--- config.mk ---
export PLATFORM = sky130hd
export DESIGN_NAME = i2s_tx
export DESIGN_NICKNAME = d
export VERILOG_FILES = /design/src/rtl/i2s_pkg.sv /design/src/rtl/i2s_edge_det.sv /design/src/rtl/i2s_tx.sv
export SDC_FILE = /design/constraint.sdc
export NUM_CORES = 1
export LEC_CHECK = 0
export BUFFER_PORTS_ARGS = -buffer_cell sky130_fd_sc_hd__clkbuf_2
export CORE_MARGIN = 2
export CORE_UTILIZATION = 45
export CTS_CLUSTER_DIAMETER = 100
export DETAILED_ROUTE_END_ITERATION = 10
export PLACE_DENSITY = 0.73
export SETUP_SLACK_MARGIN = 0.15
export SLEW_MARGIN = 20
export SYNTH_ARGS = -nofsm -noshare
export SYNTH_HDL_FRONTEND = slang
export SYNTH_SLANG_ARGS = --single-unit
--- constraint.sdc ---
create_clock -name mclk_in -period 2.8 [get_ports mclk_in]
set_clock_uncertainty 0.2 [all_clocks]
set_input_delay 0.14 -clock mclk_in [delete_from_list [all_inputs] [get_ports mclk_in]]
set_output_delay 0.14 -clock mclk_in [all_outputs]
set_load 0.005 [all_outputs]
--- src/rtl/i2s_pkg.sv ---
// Shared I2S definitions: transmitter state encoding, default frame geometry
// (also used by the clock stage), and the bit-counter width helper.
package i2s_pkg;

  typedef enum logic [1:0] {
    IDLE,
    LEFT,
    RIGHT
  } i2s_state_e;

  localparam int unsigned I2S_DATA_WIDTH = 24;
  localparam int unsigned I2S_SLOT_WIDTH = 32;

  function automatic int unsigned clog2(input int unsigned value);
    int unsigned width;
    width = 0;
    for (int unsigned i = 0; i < 32; i++) begin
      if ((64'd1 << i) < 64'(value)) width = i + 1;
    end
    return width;
  endfunction

endpackage

--- src/rtl/i2s_edge_det.sv ---
// Single-register edge detector for clocks generated in the mclk_in domain.
module i2s_edge_det (
  input  logic mclk_in,
  input  logic arstn_in,
  input  logic sig_in,
  output logic rise_out,
  output logic fall_out,
  output logic any_out
);

  logic prev_q;
  logic prev_d;

  always_comb prev_d = sig_in;

  always_ff @(posedge mclk_in or negedge arstn_in) begin
    if (!arstn_in) prev_q <= 1'b0;
    else           prev_q <= prev_d;
  end

  assign rise_out = ~prev_q & sig_in;
  assign fall_out = prev_q & ~sig_in;
  assign any_out  = prev_q ^ sig_in;

endmodule

--- src/rtl/i2s_tx.sv ---
// I2S transmitter: one-deep holding register, per-frame load on lrck fall,
// MSB-first output with 1-bit delay. Option: I2S_TX_REPEAT_ON_UNDERRUN_EN.
module i2s_tx
  import i2s_pkg::*;
#(
  parameter int unsigned DATA_WIDTH = I2S_DATA_WIDTH,
  parameter int unsigned SLOT_WIDTH = I2S_SLOT_WIDTH
) (
  input  logic                  arstn_in,
  input  logic                  mclk_in,
  input  logic                  lrck_in,
  input  logic                  sclk_in,
  input  logic [DATA_WIDTH-1:0] left_in,
  input  logic [DATA_WIDTH-1:0] right_in,
  input  logic                  valid_in,
  output logic                  ready_out,
  output logic                  sdata_out,
  output logic                  underrun_out
);

  localparam int unsigned CNT_W = clog2(SLOT_WIDTH);
  localparam logic [CNT_W-1:0] CNT_MAX  = CNT_W'(SLOT_WIDTH - 1);
  localparam logic [CNT_W-1:0] CNT_DATA = CNT_W'(DATA_WIDTH);

  logic lrck_rise, lrck_fall, lrck_any;
  logic sclk_rise, sclk_fall, sclk_any;
  logic unused_edges;

  i2s_edge_det u_lrck_det (
    .mclk_in (mclk_in),
    .arstn_in(arstn_in),
    .sig_in  (lrck_in),
    .rise_out(lrck_rise),
    .fall_out(lrck_fall),
    .any_out (lrck_any)
  );

  i2s_edge_det u_sclk_det (
    .mclk_in (mclk_in),
    .arstn_in(arstn_in),
    .sig_in  (sclk_in),
    .rise_out(sclk_rise),
    .fall_out(sclk_fall),
    .any_out (sclk_any)
  );

  assign unused_edges = sclk_rise | sclk_any;

  i2s_state_e            state_q, state_d;
  logic                  hold_full_q, hold_full_d;
  logic [DATA_WIDTH-1:0] hold_l_q, hold_l_d, hold_r_q, hold_r_d;
  logic [DATA_WIDTH-1:0] shift_l_q, shift_l_d, shift_r_q, shift_r_d;
  logic [CNT_W-1:0]      bit_cnt_q, bit_cnt_d;
  logic                  sdata_q, sdata_d;
  logic                  ready_q, ready_d;
  logic                  underrun_q, underrun_d;
`ifdef I2S_TX_REPEAT_ON_UNDERRUN_EN
  logic [DATA_WIDTH-1:0] last_l_q, last_l_d, last_r_q, last_r_d;
`endif

  always_comb begin
    state_d     = state_q;
    hold_full_d = hold_full_q;
    hold_l_d    = hold_l_q;
    hold_r_d    = hold_r_q;
    shift_l_d   = shift_l_q;
    shift_r_d   = shift_r_q;
    bit_cnt_d   = bit_cnt_q;
    sdata_d     = sdata_q;
    underrun_d  = 1'b0;
`ifdef I2S_TX_REPEAT_ON_UNDERRUN_EN
    last_l_d    = last_l_q;
    last_r_d    = last_r_q;
`endif

    // Frame load precedes the handshake so a same-cycle transfer lands in
    // the now-empty holding register for the following frame.
    if (lrck_fall) begin
      if (hold_full_q) begin
        shift_l_d   = hold_l_q;
        shift_r_d   = hold_r_q;
        hold_full_d = 1'b0;
`ifdef I2S_TX_REPEAT_ON_UNDERRUN_EN
        last_l_d    = hold_l_q;
        last_r_d    = hold_r_q;
`endif
      end else begin
`ifdef I2S_TX_REPEAT_ON_UNDERRUN_EN
        shift_l_d = last_l_q;
        shift_r_d = last_r_q;
`else
        shift_l_d = '0;
        shift_r_d = '0;
`endif
        underrun_d = 1'b1;
      end
    end

    if (valid_in && ready_q) begin
      hold_l_d    = left_in;
      hold_r_d    = right_in;
      hold_full_d = 1'b1;
    end
    ready_d = ~hold_full_d;

    case (state_q)
      IDLE:    if (lrck_fall) state_d = LEFT;
      LEFT:    if (lrck_rise) state_d = RIGHT;
      RIGHT:   if (lrck_fall) state_d = LEFT;
      default: state_d = IDLE;
    endcase

    if (lrck_any) begin
      bit_cnt_d = '0;
    end else if (sclk_fall && (state_q != IDLE) && (bit_cnt_q != CNT_MAX)) begin
      bit_cnt_d = bit_cnt_q + 1'b1;
    end

    // bit_cnt_d is the slot position k of the bit presented on this sclk fall
    if (state_q == IDLE) begin
      sdata_d = 1'b0;
    end else if (sclk_fall) begin
      if ((bit_cnt_d != '0) && (bit_cnt_d <= CNT_DATA) && !lrck_any) begin
        if (state_q == LEFT) begin
          sdata_d   = shift_l_q[DATA_WIDTH-1];
          shift_l_d = shift_l_q << 1;
        end else begin
          sdata_d   = shift_r_q[DATA_WIDTH-1];
          shift_r_d = shift_r_q << 1;
        end
      end else begin
        sdata_d = 1'b0;
      end
    end
  end

  always_ff @(posedge mclk_in or negedge arstn_in) begin
    if (!arstn_in) begin
      state_q     <= IDLE;
      hold_full_q <= 1'b0;
      hold_l_q    <= '0;
      hold_r_q    <= '0;
      shift_l_q   <= '0;
      shift_r_q   <= '0;
      bit_cnt_q   <= '0;
      sdata_q     <= 1'b0;
      ready_q     <= 1'b1;
      underrun_q  <= 1'b0;
`ifdef I2S_TX_REPEAT_ON_UNDERRUN_EN
      last_l_q    <= '0;
      last_r_q    <= '0;
`endif
    end else begin
      state_q     <= state_d;
      hold_full_q <= hold_full_d;
      hold_l_q    <= hold_l_d;
      hold_r_q    <= hold_r_d;
      shift_l_q   <= shift_l_d;
      shift_r_q   <= shift_r_d;
      bit_cnt_q   <= bit_cnt_d;
      sdata_q     <= sdata_d;
      ready_q     <= ready_d;
      underrun_q  <= underrun_d;
`ifdef I2S_TX_REPEAT_ON_UNDERRUN_EN
      last_l_q    <= last_l_d;
      last_r_q    <= last_r_d;
`endif
    end
  end

  assign ready_out    = ready_q;
  assign sdata_out    = sdata_q;
  assign underrun_out = underrun_q;

endmodule

==> results of run 1 <==
worst max-delay path, delay by kind of cell, from the launching register on:
kind	cells	cell delay, ns
AND/OR/NAND/NOR	4	1.12
adder cells (fa/ha/maj)	2	0.36
buffers and inverters	1	0.18
multiplexers	2	0.53
flip-flops	1	0.40
what timing repair did:
item | in CTS | in global routing
pin swaps | 0 | 2
endpoints found under the setup margin | 48 | 48
endpoints found under the hold margin | 93 | 0
cloned | 1 | 2
hold buffers | 51 | 0
setup buffers | 4 | 1
resized for setup | 21 | 8
area by class of cell:
| cell class | instances | area (sq um) |
|---|---|---|
| Clock inverter | 7 | 88.8 |
| Sequential cell | 109 | 2730 |
| Inverter | 12 | 45.0 |
| Timing Repair Buffer | 130 | 1100 |
| Fill cell | 809 | 4040 |
| Multi-Input combinational cell | 199 | 2070 |
| Clock buffer | 9 | 124 |
| Tap cell | 136 | 170 |
layer usage:
| layer | track usage (%) | share of wire [%] | wire [microns] |
|---|---|---|---|
| met1 | 22.7 | 45 | 4400 |
| met2 | 30.2 | 49 | 4810 |
| met5 | 0 | 0 | 0 |
| met4 | 7.51 | 2.9 | 278 |
| met3 | 3.57 | 2.7 | 264 |
sequential cells by signal, summed over array words and instances (netlist names):
register,cells
sdata_out,1
hold_r_q,24
bit_cnt_q,5
shift_l_q,24
hold_full_q,1
state_q,2
ready_out,1
u_lrck_det.prev_q,1
shift_r_q,24
underrun_out,1
u_sclk_det.prev_q,1
hold_l_q,24
power breakdown:
part	switching (uW)	internal, uW	leakage [uW]
combinational	406	789	0.00161
clock	570	434	0.000104
sequential	296	2070	0.00135
total	1270	3290	0.00307
per-stage QoR:
step	setup TNS, ns	worst slack, ns	hold slack (ns)
after floorplan	-3.56	-0.0966	-0.356
after global placement	-1.02	-0.0408	-0.0321
after detailed placement	-3.61	-0.113	-0.0267
after CTS	-2.00	-0.0844	0.113
after global routing	-6.18	-0.176	0.151
final	-1.86	-0.0983	0.0975
layout by cell type, fill, tap and decap left out, types with 2 or more instances in the layout:
master and instances:
clkbuf_2 54, or3_4 2, a22o_1 43, nor2b_1 3, o22ai_1 2, clkbuf_8 9
nor3_1 2, dfrtp_1 108, mux2_4 40, clkbuf_16 2, buf_12 6, a21oi_1 3
inv_6 4, o21ai_0 4, nand3_1 2, nor2_1 3, mux2_2 54, nand2_1 10
dlygate4sd3_1 51, inv_1 12, buf_4 15, ha_1 2, and2_1 2, nand2b_1 3
kinds of logic after synthesis:
kind of cell | Yosys count
DFF | 109
muxes | 97
AOI/OAI and AO/OA | 56
and+or+nand+nor | 40
buffers and inverters | 32
adders and majority gates | 4
xor gates and xnor gates | 2
worst paths after layout:
| kind | startpoint | to | slack (ns) | depth (start not counted) |
|---|---|---|---|---|
| max | bit_cnt_q[1] | shift_l_q[17] | -0.1 | 9 |
| min | arstn_in | shift_r_q[5] | 0.1 | 2 |
| max reg2reg | bit_cnt_q[1] | shift_l_q[17] | -0.1 | 9 |
| min reg2reg | hold_full_q | underrun_out | 0.25 | 1 |
| max in group asynchronous | arstn_in | ready_out | 1.58 | 3 |
| min in group mclk_in | valid_in | hold_full_q | 0.16 | 3 |
==> run metrics, run 1 <==
status finished, violations left; failing checks setup timing; PnR worst setup slack -0.0983 ns; min Tclk post-route around 2.9 ns; gr ovfl total 0; Crit Path Max Fanout 6; Ys Warns 0; ys async rst share 100%; ANT cells 0; Starting DRT DRC Count ~110; Vias ~3,200; total CTS buffers 9; post-synth net total 397; overall routed net length about 9700 microns; largest family of logic cells by synthesized area multiplexers; EDFF count, synth 0; effective utilization at floorplan 46.4%; sequential area share after synthesis 56.7%; most frequent CP cell or3_4; Mapped Avg Cell Area 14.2 sq um; fin crit share 104%; # rows 37; crit end category register; P_leak 0.00307 uW; initial antenna violation count 0; fin nets 518; area grow syn2layout 31.5%; RSZ-0062 raised after global routing true; most common cell in the netlist dfrtp_1; GP Congestion 0.825; area post-placement 5390 sq um; crit path max-delay cell type dfrtp_1; Max Buffers Root-to-Sink 2; relative slew slack 62.4%; Residual DRC 0; Synth top area share 56.1%; Slew Limit Fails 0; Port-buffer cells 55; Util after Layout between 60% and 70%; die width 107 microns; vias in the first global route roughly 3,400; Detailed Place HPWL 5930 microns; global-route wire length before repair 16,200 microns; Synth area leader dfrtp_1; WL/cell 16.2 microns; Synth Area in Adders under 10%; Final Non-Filler Cells 602; flops & latches, synth 109; Worst-Margin Slew 0.565 ns; worst path cell trace ha_2, and3_4, ha_4, or3_4, mux2i_4, or3_4, nand3_4, clkbuf_16, mux2_2; cell area after synthesis 4820 sq um; largest net degree at the start of global routing 47; post-synthesis mux area share 24.3%; Crit path largest cell delay 0.40 ns; Final Hold Fails 0; worst setup path class reg2reg; Synth Area in XOR/XNOR less than 1%; Max Freq 345 MHz; Arr. time, crit path a little under 3 ns; I/O pin count 56; DR pass1 iterations 4; post-synthesis compound-gate area fraction roughly a tenth; Syn Inst Count 340; Peak VDD IR 311 uV; Startpoint Class register; critical path data required time between 2 and 3 ns; share of layout cells above drive strength 1 44.0%; htree depth 3; die area 11,500 sq um; Synth top cells by count dfrtp_1 (108), mux2_2 (75), a22o_1 (43), mux2_4 (19), clkbuf_1 (14); post-placement cell count 527; Worst-path clk slew 0.11 ns; TritonCTS clock tree yes; DRT antenna net count 0; Worst Hold Class in2async; top_reg_cell synth dfrtp_1; core area 10,400 sq um; Die H 107 microns; CTS Sinks about 110; vias per inst 5.23; Design Area, Final roughly 6300 sq um; CTS Root Buffer Type clkbuf_8; final setup vio count 46; Worst-Skew Late Latency 0.38 ns; Global Route Usage Sum between 10% and 20%; Simple-Gate Fraction of Synth Area 5.12%; Synth area leaders dfrtp_1 (56%), mux2_2 (18%), a22o_1 (7.8%); Design Power 4560 uW; PwrDens 721 nW/um^2; max-cap violations 0; post-synth cell types 40
(Power assumes the default switching activity.)
==> inputs of run 2 (changes only) <==
- CORE_MARGIN: 2 -> 10
- SLEW_MARGIN: 20 -> default
==> run 2 against run 1 <==
- the flow still finishes with violations (setup timing)
- first-iteration DRC count rose by 42%
- via count fell by 1.8%
- die area grew 32%
- utilization fell by 0.75 points
- largest power group unchanged
- highest routed layer unchanged
==> run metrics, run 2 (synthesis gave the netlist of run 1 again) <==
status finished, violations left; failing checks setup timing; Worst-Skew Late Latency between 0.3 and 0.4 ns; area of the multi-input gates about 2100 sq um; Starting DRT DRC Count 162; Max Freq 348 MHz; die area 15,200 sq um; DR pass1 iterations 4; Worst-path clk slew 0.11 ns; RSZ-0062 raised after global routing true; min Tclk post-route 2.87 ns; PwrDens approximately 710 nW/um^2; Worst path depth 10; crit end category register; share of layout cells above drive strength 1 44.1%; Max Buffers Root-to-Sink 2; Crit Path Max Fanout 9; fin crit share 103%; vias in the first global route 3,360; CTS Root Buffer Type clkbuf_8; effective utilization at floorplan 46.4%; Slew Limit Fails 0; worst path cell trace ha_2, and3_4, ha_4, nand4b_1, nor3_2, mux2i_2, or3_4, nand3_4, clkbuf_16, mux2_2; vias per inst between 5 and 6; largest net degree at the start of global routing 52; PnR worst setup slack -0.0731 ns; CTS Sinks 109; Crit path largest cell delay between 0.4 and 0.5 ns; P_leak 0.00304 uW; TritonCTS clock tree yes; worst setup path class reg2reg; combinational share of power a little over a quarter; WL/cell roughly 16 microns; core area roughly 10,000 sq um; ANT cells 0; post-placement cell count 527; global-route wire length before repair 16,500 microns; Bufs and invs on worst path 1; sequential share of power 53.3%; relative slew slack 55.7%; Worst-Margin Slew 0.665 ns; Util after Layout 60.3%; Worst R2R Path Depth 10; Startpoint Class register; DRT antenna net count 0; fin nets 518; Sw Ratio between 20% and 30%; gr ovfl total 0; total CTS buffers 9; Fillers a little under 800; Vias 3,093; crit path max-delay cell type or3_4; Final Non-Filler Cells 601; Worst Hold Class in2async; Register Area 2730 sq um; max-cap violations 0; # rows 37; I/O pin count 56; final setup vio count 46; Clk pwr share 20.3%; Port-buffer cells 55; P_sw approximately 1200 uW; most common cell after layout, fill and taps aside dfrtp_1; overall routed net length 9820 microns; die width 123 microns; Die H ~120 microns; critical path data required time 2.87 ns; initial antenna violation count 0; htree depth 3; Final Hold Fails 0; Detailed Place HPWL roughly 6000 microns; Arr. time, crit path 2.94 ns; most frequent cells in the layout dfrtp_1 (108), clkbuf_2 (54), mux2_2 (52), dlygate4sd3_1 (51), a22o_1 (43); Residual DRC 0; delay-heaviest family, CP simple AND/OR/NAND/NOR gates; GP Congestion ~0.81; Global Route Usage Sum between 10% and 20%; internal power 3210 uW; worst hold slack 0.144 ns; area grow syn2layout 29.9%; Peak VDD IR around 450 uV
==> run 2: final timing paths <==
kind                                     end  slack [ns]          from
max in group asynchronous      shift_r_q[16]        1.53      arstn_in
hold reg to reg                 underrun_out        0.26   hold_full_q
setup reg to reg               shift_l_q[11]       -0.07  bit_cnt_q[0]
setup / recovery               shift_l_q[11]       -0.07  bit_cnt_q[0]
min in group mclk_in            underrun_out        0.26   hold_full_q
hold / removal             u_sclk_det.prev_q        0.14      arstn_in
==> run 2: area by class of cell <==
| class | instances | area share, % |
|---|---|---|
| Sequential cell | 109 | 43.6 |
| Multi-Input combinational cell | 199 | 33.3 |
| Timing Repair Buffer | 130 | 16.7 |
| Tap cell | 136 | 2.72 |
| Clock buffer | 10 | 2.20 |
| Clock inverter | 5 | 0.720 |
| Inverter | 12 | 0.720 |
==> run 2: per-stage QoR <==
step	TNS [ns]	setup slack (ns)	cell area (sq um)	total power [uW]
global placement	-0.420	-0.0462	5370	3350
global route	-5.42	-0.142	6260	4700
finish	-1.96	-0.0731	6260	4450
CTS	-0.177	-0.0257	6160	4420
detailed placement	-5.55	-0.169	5370	3420
floorplan	-3.56	-0.0966	4850	3120
==> run 2: timing repair <==
action / 4_1_cts / 5_1_grt
pin swaps: 2 / 0
cloned: 0 / 1
hold endpoints to repair: 99 / 0
gates resized for setup: 15 / 17
hold buffers: 51 / 0
buffers inserted: 5 / 2
endpoints found under the setup margin: 48 / 48
==> run 2: power groups by stage <==
stage | clock [uW] | sequential, uW | combinational (uW)
2_1_floorplan | 0 | 2290 | 835
3_3_place_gp | 0 | 2370 | 975
3_5_place_dp | 0 | 2390 | 1030
4_1_cts | 925 | 2360 | 1130
5_1_grt | 985 | 2430 | 1290
6_report | 902 | 2370 | 1180
==> run 2: metal layers <==
layer,vias to the layer above,wire (microns),track usage (%)
li1,1464,-,-
met2,58,4630,21.2
met1,1559,4680,17.8
met3,12,367,2.64
met4,0,138,4.59
met5,-,0,0
==> inputs of run 3 (changes only) <==
--- a/config.mk
+++ b/config.mk
@@ -16,2 +16,3 @@
 export SYNTH_HDL_FRONTEND = slang
+export SYNTH_HIERARCHICAL = 1
 export SYNTH_SLANG_ARGS = --single-unit
--- a/constraint.sdc
+++ b/constraint.sdc
@@ -4,2 +4,2 @@
 set_output_delay 0.14 -clock mclk_in [all_outputs]
-set_load 0.005 [all_outputs]
+set_load 0.05 [all_outputs]
==> run 3 against run 2 <==
- the run still ends with setup timing left
- combinational power decreased by 8%
- utilization decreased by 1.4 points
- power decreased by 0.70%
- die area decreased by 0.85%
- register-to-register slack about the same
- global-route usage increased by 0.47 points
- highest routed layer unchanged
==> run metrics, run 3 <==
status finished, violations left; failing checks setup timing; Detailed Place HPWL 6330 microns; GP Congestion 0.869; Register Area 2730 sq um; # rows 37; P_leak 0.00277 uW; PnR worst setup slack -0.0686 ns; Starting DRT DRC Count 158; Mapped Avg Cell Area roughly 14 sq um; Arr. time, crit path 2.94 ns; Residual DRC 0; PwrDens 726 nW/um^2; Fillers 802; effective utilization at floorplan 46.2%; DRT antenna net count 0; I/O pin count 56; Syn Inst Count roughly 340; Worst Hold Class in2async; fin crit share 102%; RSZ-0062 raised after global routing true; die area 15,100 sq um; most common cell after layout, fill and taps aside dfrtp_1; DP Worst Slack 0.0180 ns; Vias 3,200; Slew Limit Fails 0; Max Freq 349 MHz; CTS Sinks between 100 and 150; min Tclk post-route 2.87 ns; Util after Layout 59.0%; critical path data required time 2.87 ns; post-synth net total 402; htree depth 3; vias in the first global route 3,448; most frequent cells in the layout dfrtp_1 (108), mux2_2 (91), clkbuf_2 (54), dlygate4sd3_1 (51), a22o_1 (45); Port-buffer cells 55; die width roughly 120 microns; area grow syn2layout 27.7%; crit end category register; vias per inst 5.32; share of layout cells above drive strength 1 42.5%; Peak VDD IR 445 uV; CTS Root Buffer Type clkbuf_8; largest net degree at the start of global routing 51; area of the multi-input gates 1960 sq um; worst setup path class reg2reg; global-route wire length before repair 16,700 microns; Die H 123 microns; initial antenna violation count 0; Worst R2R Path Depth 10; Global Route Usage Sum 13.8%; final setup vio count 43; Ys Warns 6; overall routed net length 10,200 microns; cell area after synthesis between 4000 and 5000 sq um; Crit Path Max Fanout 6; DR pass1 iterations 6; TritonCTS clock tree yes; Worst-path clk slew 0.11 ns; relative slew slack 56.7%; gr ovfl total 0; Worst-Skew Late Latency 0.38 ns; max-cap violations 0; core area slightly above 10,000 sq um; Max Buffers Root-to-Sink 2; WL/cell 17.1 microns; fin nets 518; Final Hold Fails 0; Worst-Margin Slew 0.647 ns; total CTS buffers 9; Startpoint Class register
## run 3: cell types whose count changed in the layout (fill, tap and decap cells not counted), moves of 3 or more
cell	previous run	this run
mux2_4	42	1
buf_4	18	15
nand2_1	10	6
nand3_1	2	5
mux2_2	52	91
inv_1	12	9
nor2_1	3	6
nand4_1	0	3
nand2b_1	3	0
## run 3: path summary, 6_finish.rpt
kind,start,to,slack (ns)
setup / recovery,bit_cnt_q[1],shift_r_q[3],-0.07
hold / removal,arstn_in,hold_r_q[8],0.05
setup reg to reg,bit_cnt_q[1],shift_r_q[3],-0.07
hold reg to reg,hold_full_q,underrun_out,0.28
max in group asynchronous,arstn_in,ready_out,1.59
min in group mclk_in,sclk_in,u_sclk_det/prev_q,0.22
## run 3: final cells by class
type	instances	area share [%]
sequential	109	44.8
multi-input combinational	205	32.2
timing repair buffer	125	16.3
tap	136	2.80
clock buffer	9	2.03
clock inverter	6	1.19
inverter	10	0.617
antenna	1	0.0411
## run 3: report_power, final
group | total, uW | switching [uW] | internal [uW]
logic | 1080 | 400 | 676
registers | 2360 | 299 | 2070
clock network | 978 | 557 | 420
## run 3: layer usage
| metal | vias to the layer above | global-route usage, % | part of all wire (%) |
|---|---|---|---|
| met3 | 16 | 3.33 | 3.3 |
| met2 | 65 | 22.3 | 50 |
| met1 | 1630 | 17.5 | 44 |
| met4 | 0 | 5.60 | 1.9 |
| li1 | 1489 | - | - |
| met5 | - | 0 | 0 |
## run 3: timing repair
item	4_1_cts	5_1_grt
buffers inserted	0	5
resized for setup	1	2
cloned	0	2
hold buffers	51	0
hold endpoints to repair	135	0
pin swaps	0	1
endpoints found under the setup margin	46	48
## run 3: critical path: stages (launching register included)
cell	delay, ns
dfrtp_1	0.40
ha_2	0.21
and3_4	0.19
ha_4	0.15
nand2b_4	0.17
o21ai_2	0.15
a21oi_1	0.09
or3b_4	0.44
a21oi_4	0.24
clkbuf_16	0.20
mux2_2	0.33
## run 3: per-stage QoR
step	cells	area [sq um]	hold slack, ns	total power [uW]	setup TNS, ns
floorplan	344	4810	-0.356	3080	0
global placement	527	5290	-0.0756	3330	0
detailed placement	527	5290	-0.0696	3400	0
CTS	593	6000	0.0570	4430	-0.00836
global route	600	6080	0.0739	4670	-5.62
finish	601	6090	0.0470	4420	-1.46
